[config.mk]
export PLATFORM = sky130hd
export DESIGN_NAME = tx_arbiter
export DESIGN_NICKNAME = d
export VERILOG_FILES = /design/src/rtl/tx_arbiter.sv
export SDC_FILE = /design/constraint.sdc
export NUM_CORES = 1
export LEC_CHECK = 0
export ABC_AREA = 0
export CAP_MARGIN = 0
export CORE_AREA = 4 4 71 73
export DETAILED_ROUTE_END_ITERATION = 8
export DIE_AREA = 0 0 75 77
export HOLD_SLACK_MARGIN = 0.06
export PLACE_DENSITY_LB_ADDON = 0.3
export REMOVE_ABC_BUFFERS = 1
export SLEW_MARGIN = 20
export SYNTH_ARGS = -nofsm -noshare
export SYNTH_HDL_FRONTEND = slang
export SYNTH_SLANG_ARGS = --single-unit
export TNS_END_PERCENT = 100
[constraint.sdc]
create_clock -name clk -period 1.9 [get_ports clk]
set_input_delay 0.38 -clock clk [delete_from_list [all_inputs] [get_ports clk]]
set_output_delay 0.38 -clock clk [all_outputs]
set_load 0.02 [all_outputs]
[src/rtl/tx_arbiter.sv]
`default_nettype none
// ============================================================================
//  Module      : tx_arbiter
//  Description : Round-robin arbiter that lets NUM_REQ byte sources share one
//                UART TX FIFO. A grant is held for a whole message (until a
//                byte flagged last is written) or until the owner has had no
//                valid data for IDLE_TIMEOUT consecutive cycles.
//  Revision    : 1.0 - initial release
// ============================================================================
module tx_arbiter #(
  parameter int NUM_REQ      = 4,
  parameter int DATA_W       = 8,
  parameter int IDLE_TIMEOUT = 255
) (
  input  logic                      clk,
  input  logic                      rst,
  input  logic [NUM_REQ-1:0]        req_valid,
  input  logic [NUM_REQ*DATA_W-1:0] req_data,
  input  logic [NUM_REQ-1:0]        req_last,
  output logic [NUM_REQ-1:0]        req_ready,
  input  logic                      fifo_full,
  output logic                      wr_req,
  output logic [DATA_W-1:0]         wr_data,
  output logic [NUM_REQ-1:0]        grant,
  output logic                      busy
);

  localparam int                C_PTR_W      = (NUM_REQ > 1) ? $clog2(NUM_REQ) : 1;
  localparam logic [C_PTR_W:0]  C_NUM        = (C_PTR_W+1)'(NUM_REQ);
  localparam logic [C_PTR_W-1:0] C_LAST_IDX  = C_PTR_W'(NUM_REQ - 1);
  localparam logic [15:0]       C_TIMEOUT_M1 = 16'(IDLE_TIMEOUT - 1);

  typedef enum logic [0:0] {
    S_IDLE = 1'b0,
    S_OWN  = 1'b1
  } state_t;

  state_t               r_state, w_state_nxt;
  logic [NUM_REQ-1:0]   r_grant, w_grant_nxt;
  logic [C_PTR_W-1:0]   r_gidx, w_gidx_nxt;
  logic [C_PTR_W-1:0]   r_ptr, w_ptr_nxt;
  logic [15:0]          r_idle_cnt, w_idle_cnt_nxt;

  logic [C_PTR_W:0]     w_cand;
  logic [C_PTR_W-1:0]   w_arb_idx;
  logic                 w_arb_hit;
  logic [C_PTR_W-1:0]   w_gidx_inc;
  logic                 w_valid_g;
  logic                 w_last_g;
  logic [DATA_W-1:0]    w_data_g;
  logic                 w_own;
  logic                 w_xfer;

  // Round-robin search: first valid requester at or above the pointer, with wrap.
  always_comb begin
    w_cand    = '0;
    w_arb_idx = r_ptr;
    w_arb_hit = 1'b0;
    for (int k = 0; k < NUM_REQ; k++) begin
      w_cand = {1'b0, r_ptr} + (C_PTR_W+1)'(k);
      if (w_cand >= C_NUM) begin
        w_cand = w_cand - C_NUM;
      end
      if (!w_arb_hit && req_valid[w_cand[C_PTR_W-1:0]]) begin
        w_arb_hit = 1'b1;
        w_arb_idx = w_cand[C_PTR_W-1:0];
      end
    end
  end

  // Route the owner's valid/last/data onto a single set of wires.
  always_comb begin
    w_valid_g = 1'b0;
    w_last_g  = 1'b0;
    w_data_g  = '0;
    for (int i = 0; i < NUM_REQ; i++) begin
      if (r_gidx == C_PTR_W'(i)) begin
        w_valid_g = req_valid[i];
        w_last_g  = req_last[i];
        w_data_g  = req_data[i*DATA_W +: DATA_W];
      end
    end
  end

  assign w_gidx_inc = (r_gidx == C_LAST_IDX) ? '0 : r_gidx + 1'b1;

  // Reset gates the handshake outputs immediately, even mid-message.
  assign w_own     = (r_state == S_OWN) && !rst;
  assign w_xfer    = w_own && w_valid_g && !fifo_full;
  assign wr_req    = w_xfer;
  assign wr_data   = w_data_g;
  assign req_ready = (w_own && !fifo_full) ? r_grant : '0;
  assign grant     = rst ? '0 : r_grant;
  assign busy      = |grant;

  // Next-state logic: arbitrate in IDLE, release on last byte or idle timeout.
  always_comb begin
    w_state_nxt    = r_state;
    w_grant_nxt    = r_grant;
    w_gidx_nxt     = r_gidx;
    w_ptr_nxt      = r_ptr;
    w_idle_cnt_nxt = r_idle_cnt;
    case (r_state)
      S_IDLE: begin
        if (w_arb_hit) begin
          w_state_nxt    = S_OWN;
          w_grant_nxt    = NUM_REQ'(1) << w_arb_idx;
          w_gidx_nxt     = w_arb_idx;
          w_idle_cnt_nxt = '0;
        end
      end
      S_OWN: begin
        if (w_xfer) begin
          w_idle_cnt_nxt = '0;
          if (w_last_g) begin
            w_state_nxt = S_IDLE;
            w_grant_nxt = '0;
            w_ptr_nxt   = w_gidx_inc;
          end
        end else if (!w_valid_g) begin
          // The cycle that brings the count to IDLE_TIMEOUT releases the grant,
          // so the counter never has to advance past its limit.
          if (r_idle_cnt >= C_TIMEOUT_M1) begin
            w_state_nxt    = S_IDLE;
            w_grant_nxt    = '0;
            w_ptr_nxt      = w_gidx_inc;
            w_idle_cnt_nxt = '0;
          end else begin
            w_idle_cnt_nxt = r_idle_cnt + 16'd1;
          end
        end
        // Valid but stalled by fifo_full: hold everything, counter untouched.
      end
      default: begin
        w_state_nxt = S_IDLE;
        w_grant_nxt = '0;
      end
    endcase
  end

  // State, grant, pointer and idle counter registers.
  always_ff @(posedge clk) begin
    if (rst) begin
      r_state    <= S_IDLE;
      r_grant    <= '0;
      r_gidx     <= '0;
      r_ptr      <= '0;
      r_idle_cnt <= '0;
    end else begin
      r_state    <= w_state_nxt;
      r_grant    <= w_grant_nxt;
      r_gidx     <= w_gidx_nxt;
      r_ptr      <= w_ptr_nxt;
      r_idle_cnt <= w_idle_cnt_nxt;
    end
  end

endmodule
`default_nettype wire

After elaboration in Yosys (flattened, before gate mapping). Index checks and enable logic that the tools add are counted.

Register bits: 25. Latch bits: 0. Bits in writable memories: 0. ROM bits: 0. Bits of input ports: 43. Output and inout port bits: 18. Word-level logic and storage cells: 109. Memories kept: 0.

Add/sub/neg operators: 9. $mul: 0. Divide/modulo/power cells: 0. Magnitude comparators: 9. Equal/unequal tests: 9. Shifts and indexed selects: 1. Muxes and demuxes: 56. Bitwise operators: 1. Reduce and logical (&&, ||, !) cells: 19.

Operators with widths (count): $mux W16 (4); $mux W8 (4); $pmux W16 S2 (1); $mux W4 (7); $mux W2 (13); $mux W1 (21); $add A16 B1 Y16 const B (1); $ge A16 B8 Y1 const B (1); $lt A2 B3 Y1 const B (4); $ge A3 B3 Y1 const B (3); $bmux W1 S2 (4); $pmux W4 S2 (1); $reduce_and A4 Y1 (2); $sub A2 B1 Y2 const B (4); $logic_and A1 B1 Y1 (7); $add A2 B2 Y3 const B (2); $ne A3 B2 Y1 const B (2); $logic_not A1 Y1 (5); $eq A2 B2 Y1 const B (2); $ne A2 B2 Y1 const B (2); $reduce_and A2 Y1 (2); $reduce_or A4 Y1 (1); $shl A1 B2 Y4 const A (1); $add A2 B1 Y3 const B (1); other kinds (9) (9).

Longest topological paths before layout. Gate-level depths: netlist of the first run.

Depth after elaboration: 17. Gate-level depth with buffers: 9. Gate-level depth less buffers: 7.

Worst setup path before layout of the first run. OpenSTA, ideal clock, no wires.

Path kind: register -> output. Start point: register r_gidx[1]. End point: output port wr_data[4]. Data arrival time: 1.844 ns. Required time: 1.520 ns. Setup slack: -0.324 ns. Cell stages (with the launch flop): 10. Cell sequence: dfxtp_1 inv_1 ha_1 clkbuf_1 nor2b_1 clkbuf_1 a22oi_1 nor2_1 a21oi_1 o21ai_0.

Cells in the longest elaborated chain, start to end: 5.

RTL lines: start: declaration (line 40) `logic [C_PTR_W-1:0] r_gidx, w_gidx_nxt;`; start signal: assignment (line 152) `r_gidx <= w_gidx_nxt;`; $logic_not A2 Y1 (line 77) `if (r_gidx == C_PTR_W'(i)) begin`; $mux W8 (3 in series) (line 77); $mux W8 (*) (line 77); end: declaration (line 23) `output logic [DATA_W-1:0] wr_data,`.

Mark *: on every way between the ends. The rest lies on a longest branch, timed or not.

Worst setup path in the final report of the first run.
Start point: register r_gidx[1]. End point: register r_idle_cnt[11].

Cells in the longest elaborated chain, start to end: 9.

RTL lines: $logic_not A2 Y1 (line 77); $mux W1 (3 in series) (line 77); $mux W1 (*) (line 77); $logic_and A1 B1 Y1 (2 in series) (line 89) `assign w_xfer = w_own && w_valid_g && !fifo_full;`; $mux W16 / $ne A3 B3 Y1 (equally long branches); $pmux W16 S2 / $reduce_and A2 Y1 (equally long branches); end signal: assignment (line 154) `r_idle_cnt <= w_idle_cnt_nxt;`; end: declaration (line 42) `logic [15:0] r_idle_cnt, w_idle_cnt_nxt;`.

Marked as above. A chain may end at the register's enable or synchronous reset.

==> flow_summary.yaml, run 1 <==
cells_and_area:
  drive_gt1_frac: 0.399
  instances_no_fill: 388
  nets: 386
  layout-area-overhead-vs-synth_pct: 80.0
  fillers: 320
  finish.instance_area_um2: 3150
  antennaDiodeCount: 0
  fin_util: 0.724
die:
  pin_count: 61
  initial_core_util: 0.402
  coreArea_um2: 4350
  die_h_um: 77
  fp.dieArea_um2: 5780
  dieWidth_um: 75
  placementRows: 24
drt:
  via_per_inst: 5.48
  drt-total-wl_um: 6240
  vias: 2126
  wire_per_inst_um: 16.1
  initialDrtViolationCount: 65
  detail-route-antenna-nets: 0
  drc: 0
  drt_first_pass_iters: 4
cts:
  htreeDepth: 1
  clockBufferDepth: 2
  cts_made_buffers: 3
  cts_tree: "done"
  cts_sinks: 25
  path_clk_slew_ns: 0.10
  clock_latency_ns: 0.28
  cts_root_buf: "clkbuf_8"
critical_path:
  endpoint_kind: "flip-flop"
  worstRegToRegCells: 11
  crit_top_cell: "buf_4"
  r2r_slack_ns: -0.24
  path_delay_family: "buffers and inverters"
  critical-path-max-stage-delay_ns: 0.37
  crit_type: "reg2reg"
  worstReg2RegStart: "r_gidx[1]$_SDFFE_PP0P_"
  required_ns: 2.11
  r2r-end: "r_idle_cnt[11]$_SDFFE_PP0P_"
  crit_chain: "buf_4 > ha_4 > a211oi_2 > buf_4 > a211oi_4 > buf_4 > buf_6 > a211oi_1 > buf_4 > nand4_1 > a21oi_2"
  path_buf_inv: 5
  critPathMaxFanout: 5
  critPathLaunchType: "flip-flop"
  critPathSlowestCell: "dfxtp_4"
  critPathArrivalTime_ns: 2.36
yosys:
  synth.area.top_cells: "dfxtp_1 (29%), nor2_1 (7.5%), a21oi_1 (5.4%)"
  yosysSeqAreaShare: 0.286
  yosys.area.top_type: "dfxtp_1"
  syn_inst: 224
  synth_top_area_frac: 0.286
  ys_warn_count: 0
  synth_area_per_cell_um2: 7.82
  postSynth.asyncResetShare: 0
  synth_area_um2: 1750
  synth_ff_type: "dfxtp_1"
  ys_ff_latch: 25
  synth_edf_count: 0
  yosysUniqueCellTypes: 48
global_routing:
  grtUsageTotal: 0.191
  grt_pass1_wl_um: 8890
  first_global_vias: 2034
  grt_max_degree: 19
  grt.overflow.total: 0
  antenna_found_initial: 0
hold_path:
  worstHoldPathCells: 2
  holdPathEnd: "r_idle_cnt[13]$_SDFFE_PP0P_"
  hold_path.class: "reg2reg"
  min_from: "r_idle_cnt[13]$_SDFFE_PP0P_"
power:
  ir_drop_mv: 0.477
  leakagePower_nw: 1.29
  p_per_area_nw_per_um2: 468
  total_power_w: 0.00148
timing:
  timing.slew.headroom: 0.522
  setup_viol: 32
  worst_pin_slew_ns: 0.710
  worst_slack_ns: -0.244
  fin_crit_sh: 1.13
  hold_ws_ns: 0.520
  rsz0062_at_grt: "true"
  clock.fmax_mhz: 466
  period_needed_ns: 2.14
  drv_slew: 0
  skew_ns: 0.0125
  hold_viol: 0
placement:
  port-buffer-count: 60
  dpl_cell_area_um2: 2770
  placedCellCount: 377
  gp_congestion: 0.840
  hpwl_um: 4110
flow_run:
  cap_viol_max_count: 0
status:
  status: "finished with violations"
  violations: "negative setup slack"
==> layer usage <==
metal	vias up	global-route usage	share of wire
met1	994	0.235	0.41
met3	12	0.0353	0.064
li1	1043	-	-
met4	0	0.0712	0.021
met2	77	0.322	0.50
met5	-	0	0
==> registers in the layout, indices dropped and copies added, names as in the netlist <==
signal,count
r_gidx,2
r_grant,4
r_idle_cnt,16
r_ptr,2
r_state,1
==> Yosys cell counts (all sizes together) (5+ instances only) <==
cell,instances
a21oi,20
ha,6
nand3,7
xnor2,5
o21ai,17
clkbuf,5
a22oi,7
nor4,6
inv,7
a211oi,10
nor2,36
nand2,15
nor2b,9
dfxtp,25
==> cells by family after synthesis <==
kind of cell               count (synthesis)  share of synthesized area
AOI/OAI and AO/OA                         70                      0.271
muxes                                      4                     0.0250
xor gates and xnor gates                   7                     0.0350
DFF                                       25                      0.286
buffers and inverters                     16                     0.0450
adders and majority gates                  6                     0.0429
and+or+nand+nor                           96                      0.296
==> worst register-to-register path: cells and delay by family (launching register included) <==
| kind | cells | cell delay [ns] |
|---|---|---|
| fa+ha+maj | 1 | 0.17 |
| compound gates | 4 | 0.69 |
| buf+inv | 5 | 0.75 |
| flops | 1 | 0.37 |
| simple gates | 1 | 0.12 |
==> what timing repair did <==
action / CTS / global route
gates resized for setup: 108 / 57
buffers inserted: 3 / 4
endpoints found under the setup margin: 41 / 39
hold buffers: 0 / 0
pin swaps: 11 / 24
gates cloned: 0 / 1
==> stage by stage <==
stage | TNS (ns) | setup WS (ns)
floorplan | -6.58 | -0.338
global placement | -18.11 | -0.596
detailed placement | -18.83 | -0.640
CTS | -4.94 | -0.225
global route | -8.29 | -0.315
finish | -5.26 | -0.244
==> power by group <==
group	internal (W)	total (W)	switching, W
clock	0.000149	0.000325	0.000177
combinational	0.000324	0.000601	0.000277
sequential	0.000536	0.000550	0.0000141
total	0.00101	0.00148	0.000468
==> how the worst max path moves through the flow <==
stage	start	endpoint	slack, ns	cells after the start
2_1_floorplan	r_gidx[0]$_SDFFE_PP0P_	r_grant[0]$_SDFFE_PP0P_	-0.34	7
3_3_place_gp	rst	req_ready[1]	-0.60	5
3_5_place_dp	rst	busy	-0.64	5
4_1_cts	r_gidx[1]$_SDFFE_PP0P_	r_grant[3]$_SDFFE_PP0P_	-0.22	8
5_1_grt	r_gidx[1]$_SDFFE_PP0P_	r_idle_cnt[13]$_SDFFE_PP0P_	-0.31	11
6_report	r_gidx[1]$_SDFFE_PP0P_	r_idle_cnt[11]$_SDFFE_PP0P_	-0.24	11
==> cells in the final DEF (no fill, tap or decap), types with 6 or more instances in the layout <==
cell type        count
buf_6                6
clkdlybuf4s50_1     36
a21oi_1             13
buf_4               56
o21ai_1              8
o21ai_0              9
nor2b_1              7
nor2_1              24
dlygate4sd2_1        7
nor2_4              10
a22oi_2              6
dfxtp_1             23
nand3_1              6
nand2_1             15
a21oi_2              6
==> final cells by class <==
cell class	instances	area, µm²	area share
multi-input cells	183	1440	0.457
repair buffers	117	1060	0.335
flip-flops and latches	25	508	0.161
well taps	52	65.1	0.0206
clock buffers	3	41.3	0.0131
inverters	7	33.8	0.0107
clock inverters	1	7.51	0.00238
Note: power is estimated with default switching activity, not from simulation.
==> inputs of run 2 (changes only) <==
- PLACE_DENSITY_LB_ADDON: 0.3 -> 0.2
==> run 2 against run 1 <==
  * The run still ends with negative setup slack left
  * Cell area shrank 0.75%
  * Setup slack improved by 0.010 ns
  * First-iteration DRC count grew 35%
  * Sequential share of layout area grew 0.12 points
  * Global-route usage decreased by 1.4 points
  * Clock-buffer cell count stayed put
  * Die area unchanged
  * Critical path type unchanged
  * Largest power group unchanged
  * Highest routed layer unchanged
==> flow_summary.yaml, run 2 (same netlist as run 1, synthesis figures left out) <==
status:
  status: "finished with violations"
  violations: "negative setup slack"
critical_path:
  required_ns: 2.12
  crit_type: "reg2reg"
  critPathArrivalTime_ns: 2.35
  critPathLaunchType: "flip-flop"
  endpoint_kind: "flip-flop"
  critPathMaxFanout: 6
  worstRegToRegCells: 10
placement:
  gp_congestion: 0.884
  port-buffer-count: 60
  place_ws_ns: -0.639
  hpwl_um: 4100
  dpl_cell_area_um2: 2770
cells_and_area:
  drive_gt1_frac: 0.399
  multi_input_area_um2: 1450
  largest_registers: "r_idle_cnt: 16 flops, r_grant: 4 flops"
  final_common_cell: "buf_4"
  largest_reg_flops: 16
  final_cell_mix: "buf_4 (62), clkdlybuf4s50_1 (37), dfxtp_1 (23), nor2_1 (21), a21oi_1 (16)"
  antennaDiodeCount: 0
  nets: 388
  regMostFlops: "r_idle_cnt"
  layout-area-overhead-vs-synth_pct: 78.6
  regArea_um2: 508
  finish.instance_area_um2: 3130
  fillers: 341
hold_path:
  hold_path.class: "reg2reg"
  worstHoldPathCells: 2
die:
  initial_core_util: 0.402
  fp.dieArea_um2: 5780
  pin_count: 61
  coreArea_um2: 4350
  placementRows: 24
  die_h_um: 77
  dieWidth_um: 75
timing:
  skew_ns: 0.00548
  drv_slew: 0
  worst_pin_slew_ns: 0.741
  setup_tns_ns: -5.56
  fin_crit_sh: 1.12
  setup_viol: 32
  timing.slew.headroom: 0.502
  rsz0062_at_grt: "true"
  hold_viol: 0
  clock.fmax_mhz: 469
  worst_slack_ns: -0.234
  period_needed_ns: 2.13
power:
  ir_drop_mv: 0.376
  total_power_w: 0.00146
  p_per_area_nw_per_um2: 468
  leakagePower_nw: 1.29
cts:
  clock_latency_ns: 0.27
  cts.hold.buffers_added: 0
  path_clk_slew_ns: 0.09
  cts_root_buf: "clkbuf_8"
  htreeDepth: 1
  cts_sinks: 25
  clockBufferDepth: 2
  cts_tree: "done"
  cts_made_buffers: 3
flow_run:
  cap_viol_max_count: 0
drt:
  drt_first_pass_iters: 4
  initialDrtViolationCount: 88
  detail-route-antenna-nets: 0
  vias: 2072
  drt-total-wl_um: 5710
  via_per_inst: 5.31
  wire_per_inst_um: 14.7
  drc: 0
global_routing:
  grt_pass1_wl_um: 8510
  grt.overflow.total: 0
  grt_max_degree: 16
  grtUsageTotal: 0.177
  use_met1: 0.244
  use_met2: 0.298
  grtUsageMet3: 0.0222
  busiest_layer: "met2"
  antenna_found_initial: 0
  first_global_vias: 1920
==> run 2: cell count changes in the layout (fill, tap and decap cells not counted), moves of 2 or more <==
| cell | delta |
|---|---|
| buf_6 | -4 |
| a211oi_2 | -2 |
| buf_2 | +6 |
| nor2_1 | -3 |
| buf_4 | +6 |
| nor2_2 | +2 |
| a21oi_2 | -2 |
| a21oi_1 | +3 |
| clkbuf_2 | -3 |
==> run 2: final cells by class <==
type                    instances  share of cell area
clock buffers                   3              0.0132
clock inverters                 1             0.00240
multi-input cells             183               0.462
inverters                       7              0.0108
well taps                      52              0.0208
flip-flops and latches         25               0.162
repair buffers                119               0.328
==> run 2: report_power, final <==
part	switching, W	total (W)	leakage (nW)	internal [W]
Clock	0.000177	0.000326	0.0217	0.000149
Sequential	0.0000130	0.000549	0.204	0.000536
Combinational	0.000268	0.000588	1.06	0.000320
Total	0.000459	0.00146	1.29	0.00100
==> run 2: worst max-delay path: stages, from the launching register on <==
cell       delay [ns]
dfxtp_4          0.38
inv_4            0.05
ha_4             0.17
nand3b_1         0.20
buf_4            0.17
a211oi_4         0.32
a21oi_2          0.11
buf_4            0.15
a21o_4           0.25
clkbuf_16        0.17
a21oi_2          0.09
==> run 2: repair_timing <==
item | in CTS | in global routing
gates cloned | 0 | 1
setup endpoints to repair | 41 | 36
gates resized for setup | 116 | 44
pin swaps | 13 | 15
buffers inserted | 4 | 4
==> run 2: metal layers <==
layer,part of all wire,up-vias
met5,0,-
met1,0.44,942
met3,0.075,4
met4,0.0042,0
li1,-,1037
met2,0.48,89
==> run 2: worst paths after layout <==
check | start | end | slack, ns
setup / recovery | r_gidx[1]$_SDFFE_PP0P_ | r_idle_cnt[11]$_SDFFE_PP0P_ | -0.23
hold / removal | r_idle_cnt[11]$_SDFFE_PP0P_ | r_idle_cnt[11]$_SDFFE_PP0P_ | 0.50
setup reg to reg | r_gidx[1]$_SDFFE_PP0P_ | r_idle_cnt[11]$_SDFFE_PP0P_ | -0.23
hold reg to reg | r_idle_cnt[11]$_SDFFE_PP0P_ | r_idle_cnt[11]$_SDFFE_PP0P_ | 0.50
==> run 2: metrics by stage <==
step / hold slack [ns] / util / instances
after floorplan: 0.437 / - / 215
after global placement: 0.455 / 0.636 / 379
after detailed placement: 0.461 / 0.636 / 379
after CTS: 0.482 / 0.669 / 387
after global routing: 0.533 / 0.719 / 390
final: 0.499 / 0.719 / 390
